### src/rtl/stream_burst_scheduler.sv
// Drains the stream FIFO downstream in fixed-length, tlast-framed bursts with an idle gap between them.
// Optional perf counters are built when STREAM_SCHED_PERF_EN is defined.
module stream_burst_scheduler #(
  parameter int unsigned DATA_WIDTH    = 32,
  parameter int unsigned LEN_W         = 8,
  parameter int unsigned GAP_W         = 8,
  parameter int unsigned STALL_TIMEOUT = 1024,
  parameter int unsigned CNT_W         = 16
) (
  input  logic                  clk,
  input  logic                  reset,
  input  logic                  enable,
  input  logic [LEN_W-1:0]      cfg_burst_len,
  input  logic [GAP_W-1:0]      cfg_gap,
  input  logic [DATA_WIDTH-1:0] fifo_tdata,
  input  logic                  fifo_tvalid,
  output logic                  fifo_tready,
  input  logic                  fifo_almost_full,
  output logic [DATA_WIDTH-1:0] out_tdata,
  output logic                  out_tvalid,
  input  logic                  out_tready,
  output logic                  out_tlast,
  output logic                  busy,
  output logic [CNT_W-1:0]      burst_count,
  output logic                  err_timeout,
  output logic [31:0]           perf_beats,
  output logic [31:0]           perf_stall
);

  localparam int unsigned BLEN_W  = LEN_W + 1;
  localparam int unsigned STALL_W = $clog2(STALL_TIMEOUT + 1);

  typedef enum logic [1:0] {IDLE, BURST, GAP} state_t;

  state_t             state;
  logic [BLEN_W-1:0]  len;
  logic [BLEN_W-1:0]  beat_cnt;
  logic [STALL_W-1:0] stall_cnt;
  logic [GAP_W-1:0]   gap_cnt;

  logic in_burst;
  logic beat;
  logic last_pos;
  logic stall_abort;

  // Zero-latency pass-through while bursting; the FIFO is held off otherwise
  assign in_burst    = (state == BURST);
  assign out_tdata   = in_burst ? fifo_tdata : '0;
  assign out_tvalid  = in_burst & fifo_tvalid;
  assign fifo_tready = in_burst & out_tready;
  assign beat        = out_tvalid & out_tready;
  assign last_pos    = (beat_cnt == (len - BLEN_W'(1)));
  assign out_tlast   = out_tvalid & last_pos;
  assign stall_abort = in_burst & ~fifo_tvalid & (stall_cnt == STALL_W'(STALL_TIMEOUT - 1));

  always_ff @(posedge clk) begin
    if (reset) begin
      state       <= IDLE;
      busy        <= 1'b0;
      len         <= '0;
      beat_cnt    <= '0;
      stall_cnt   <= '0;
      gap_cnt     <= '0;
      burst_count <= '0;
      err_timeout <= 1'b0;
    end else begin
      case (state)
        IDLE: begin
          if (enable && fifo_almost_full) begin
            state     <= BURST;
            busy      <= 1'b1;
            len       <= (cfg_burst_len == '0) ? {1'b1, LEN_W'(0)} : {1'b0, cfg_burst_len};
            beat_cnt  <= '0;
            stall_cnt <= '0;
          end
        end
        BURST: begin
          if (beat) beat_cnt <= beat_cnt + BLEN_W'(1);
          stall_cnt <= fifo_tvalid ? '0 : stall_cnt + STALL_W'(1);
          // A final beat and an abort are mutually exclusive on tvalid; completion is checked first
          if (beat && last_pos) begin
            state       <= GAP;
            gap_cnt     <= cfg_gap;
            burst_count <= burst_count + CNT_W'(1);
          end else if (stall_abort) begin
            state       <= GAP;
            gap_cnt     <= cfg_gap;
            err_timeout <= 1'b1;
          end
        end
        GAP: begin
          // A gap of 0 or 1 both leave after a single cycle
          if (gap_cnt <= GAP_W'(1)) begin
            state <= IDLE;
            busy  <= 1'b0;
          end else begin
            gap_cnt <= gap_cnt - GAP_W'(1);
          end
        end
        default: begin
          state <= IDLE;
          busy  <= 1'b0;
        end
      endcase
    end
  end

`ifdef STREAM_SCHED_PERF_EN
  // Saturating accepted-beat and downstream-backpressure counters
  always_ff @(posedge clk) begin
    if (reset) begin
      perf_beats <= '0;
      perf_stall <= '0;
    end else begin
      if (beat && (perf_beats != '1)) perf_beats <= perf_beats + 32'd1;
      if (out_tvalid && !out_tready && (perf_stall != '1)) perf_stall <= perf_stall + 32'd1;
    end
  end
`else
  assign perf_beats = '0;
  assign perf_stall = '0;
`endif

endmodule

### config.mk
export PLATFORM = sky130hd
export DESIGN_NAME = stream_burst_scheduler
export DESIGN_NICKNAME = d
export VERILOG_FILES = /design/src/rtl/stream_burst_scheduler.sv
export SDC_FILE = /design/constraint.sdc
export NUM_CORES = 1
export LEC_CHECK = 0
export CORE_MARGIN = 2
export CORE_UTILIZATION = 42
export DETAILED_ROUTE_END_ITERATION = 8
export PLACE_DENSITY_LB_ADDON = 0.25
export SLEW_MARGIN = 20
export SYNTH_ARGS = -nofsm -noshare
export SYNTH_HDL_FRONTEND = slang
export SYNTH_SLANG_ARGS = --single-unit
### constraint.sdc
create_clock -name clk -period 3.45 [get_ports clk]
set_input_delay 0.69 -clock clk [delete_from_list [all_inputs] [get_ports clk]]
set_output_delay 0.69 -clock clk [all_outputs]
set_load 0.02 [all_outputs]
==> reports/metrics.yaml <==
maxSlewViolCount: 0
syn-instance-count: 490
cts.htree.levels: 3
arrival_ps: 2530
drt_iter0_markers: 134
wl_per_cell_um: 13.2
final_common_cell: "clkdlybuf4s50_1"
vdd_drop_max_uv: 201
layout_common_cells: "clkdlybuf4s50_1, conb_1, dfxtp_1"
period_share_pct: 93.4
criticalPathCategory: "flip-flop to output port"
route.detailed.drc: 0
cellLeakagePower_nw: 1.86
ant_nets: 0
clock-sinks: 57
ys_seq_elements: 57
port_buffers: 106
nNetsFinal: 653
fmax_mhz: 310
ys_top_cells_by_area: "dfxtp_1, buf_4, a21oi_1, and2_1, nor2_1"
root_buffer: "clkbuf_8"
ys_seq_area_share_pct: 31.0
area_growth_pct: 32.5
die_width_um: 97.7
final_area_um2: 4880
cp_top_family: "simple AND/OR/NAND/NOR gates"
synth_top_cell_by_area: "dfxtp_1"
dieArea_um2: 9540
synth-async-reset-ratio_pct: 0
synth.top_cell.area_share_pct: 31.0
status: "complete, no violations"
holdBufCountCts: 0
cp-start-kind: "flip-flop"
max_slew.worst_pin.slew_ps: 635
placed_cell_area_um2: 4610
final_hold_viol_count: 0
rsz0062_at_grt: "no"
antenna_found_initial: 0
design.core.area_um2: 8590
min_period_ps: 3220
synth.avg_cell_area_um2: 7.52
path_clk_slew_ps: 70
max_stage_delay_ps: 600
grt_usage_pct: 19.1
cap_violations: 0
fillCellCount: 823
routed-via-count: 3575
worst-path-buf-inv: 1
yosysWarnings: 0
holdWs_ps: 474
diodes: 0
cts_tree: "done"
drive_gt1_share_pct: 5.52
crit_chain: "or4_1 -> o221a_2 -> a211oi_1 -> nand2_1 -> and3_1 -> dlygate4sd2_1"
grt-ovfl-total: 0
grt_pass1_vias: 3281
fin_tns_setup_ps: 0
max_slew_margin_pct: 57.6
path_max_fanout: 6
min_path_type: "flip-flop to flip-flop"
ctsResizeCount: 1
layoutNonFillerInstCount: 706
grt_pass1_wl_mm: 14.9
ios: 171
dominantRegCellSynth: "dfxtp_1"
routed_via_density: 5.06
required_ps: 2760
first_pass_iters: 4
grt_max_degree: 34
die_y_um: 97.7
dp.cells: 690
synth.distinct_cells: 45
initial_utilization_pct: 42.9
finClkSkew_ps: 7.48
post-dp-hpwl_mm: 7.02
setup_viol: 0
synth_area_um2: 3680
cp_slowest_cell: "or4_1"
power_density_nw_per_um2: 462
placementRows: 34
clk_path_buf_depth: 2
synth_edf_count: 0
postCtsSetupRepairBufs: 0
worstSkewPairLatency_ps: 350
cts_made_buffers: 9
gp_congestion: 0.864
worst_setup_path_end_kind: "output port"
drt_wl_total_mm: 9.30
==> path summary, 6_finish.rpt <==
path	start	endpoint	slack, ps	depth (start not counted)
worst max-delay path	len[0]$_SDFFE_PP0P_	out_tlast	230	6
worst min-delay path	len[8]$_SDFFE_PP0P_	len[8]$_SDFFE_PP0P_	470	2
worst max register to register	len[0]$_SDFFE_PP0P_	burst_count[12]$_SDFFE_PP0P_	520	8
worst min register to register	len[8]$_SDFFE_PP0P_	len[8]$_SDFFE_PP0P_	470	2
==> through the flow <==
step	utilization (%)	power, mW	setup WS [ps]
floorplan	-	1.21	870
global placement	53.6	1.39	434
detailed placement	53.6	1.39	391
CTS	56.8	2.27	221
global route	56.8	2.36	79.4
finish	56.8	2.25	229
==> tightest hold or removal path: cells and delay by family (launching register included) <==
| family | cells | cell delay, ps |
|---|---|---|
| simple gates | 1 | 50 |
| compound gates | 1 | 50 |
| flops | 1 | 320 |
==> cells by family (layout without fill, tap and decap cells) <==
group / after synthesis / after routing / share of synthesized area (%)
flip-flops: 57 / 57 / 31.0
buffers and inverters: 91 / 136 / 15.9
other: 1 / 64 / 0.102
AND/OR/NAND/NOR: 218 / 218 / 30.4
AO/OA/AOI/OAI: 98 / 98 / 16.0
XOR/XNOR: 17 / 17 / 4.04
multiplexers: 2 / 2 / 0.577
adder cells (fa/ha/maj): 6 / 6 / 2.04
==> where the power goes <==
part	internal (mW)	total [mW]	switching, mW
logic	0.272	0.659	0.388
registers	0.690	0.727	0.0364
clock network	0.591	0.868	0.277
total	1.55	2.25	0.701
==> area by class of cell <==
cell class / count / area (µm²) / share of cell area [%]
clock buffers: 11 / 151 / 3.10
clock inverters: 5 / 125 / 2.56
inverters: 8 / 30.0 / 0.615
multi-input cells: 405 / 2200 / 45.0
flip-flops and latches: 57 / 1140 / 23.4
well taps: 108 / 135 / 2.77
repair buffers: 112 / 1100 / 22.6
==> flip-flops by register name (all words and copies together), names as in the netlist <==
signal / cells
stall_cnt: 11
gap_cnt: 8
err_timeout: 1
busy: 1
beat_cnt: 9
len: 9
burst_count: 16
state: 2
==> cell usage after synthesis (2+ instances only) <==
master / count
buf_4: 65
dfxtp_1: 57
a21oi_1: 49
nor2_1: 48
nand2_1: 46
and2_1: 36
nand3_1: 21
o21ai_0: 21
clkbuf_1: 16
xor2_1: 12
nor3_1: 11
or3_1: 9
inv_1: 8
or4_1: 8
nand2b_1: 7
o31ai_1: 7
ha_1: 6
a211oi_1: 5
and3_1: 5
nand4_1: 5
nor4_1: 5
or2_2: 5
xnor2_1: 5
a311oi_1: 4
a31oi_1: 3
nor2b_1: 3
a21o_1: 2
a22oi_1: 2
nand3b_1: 2
nor3b_1: 2
==> per-layer routing <==
layer / global-route usage, % / part of all wire (%)
met1: 21.0 / 41
met4: 6.52 / 1.5
met5: 0 / 0
met3: 7.48 / 8.8
met2: 33.5 / 49
Note: power is estimated with default switching activity, not from simulation.
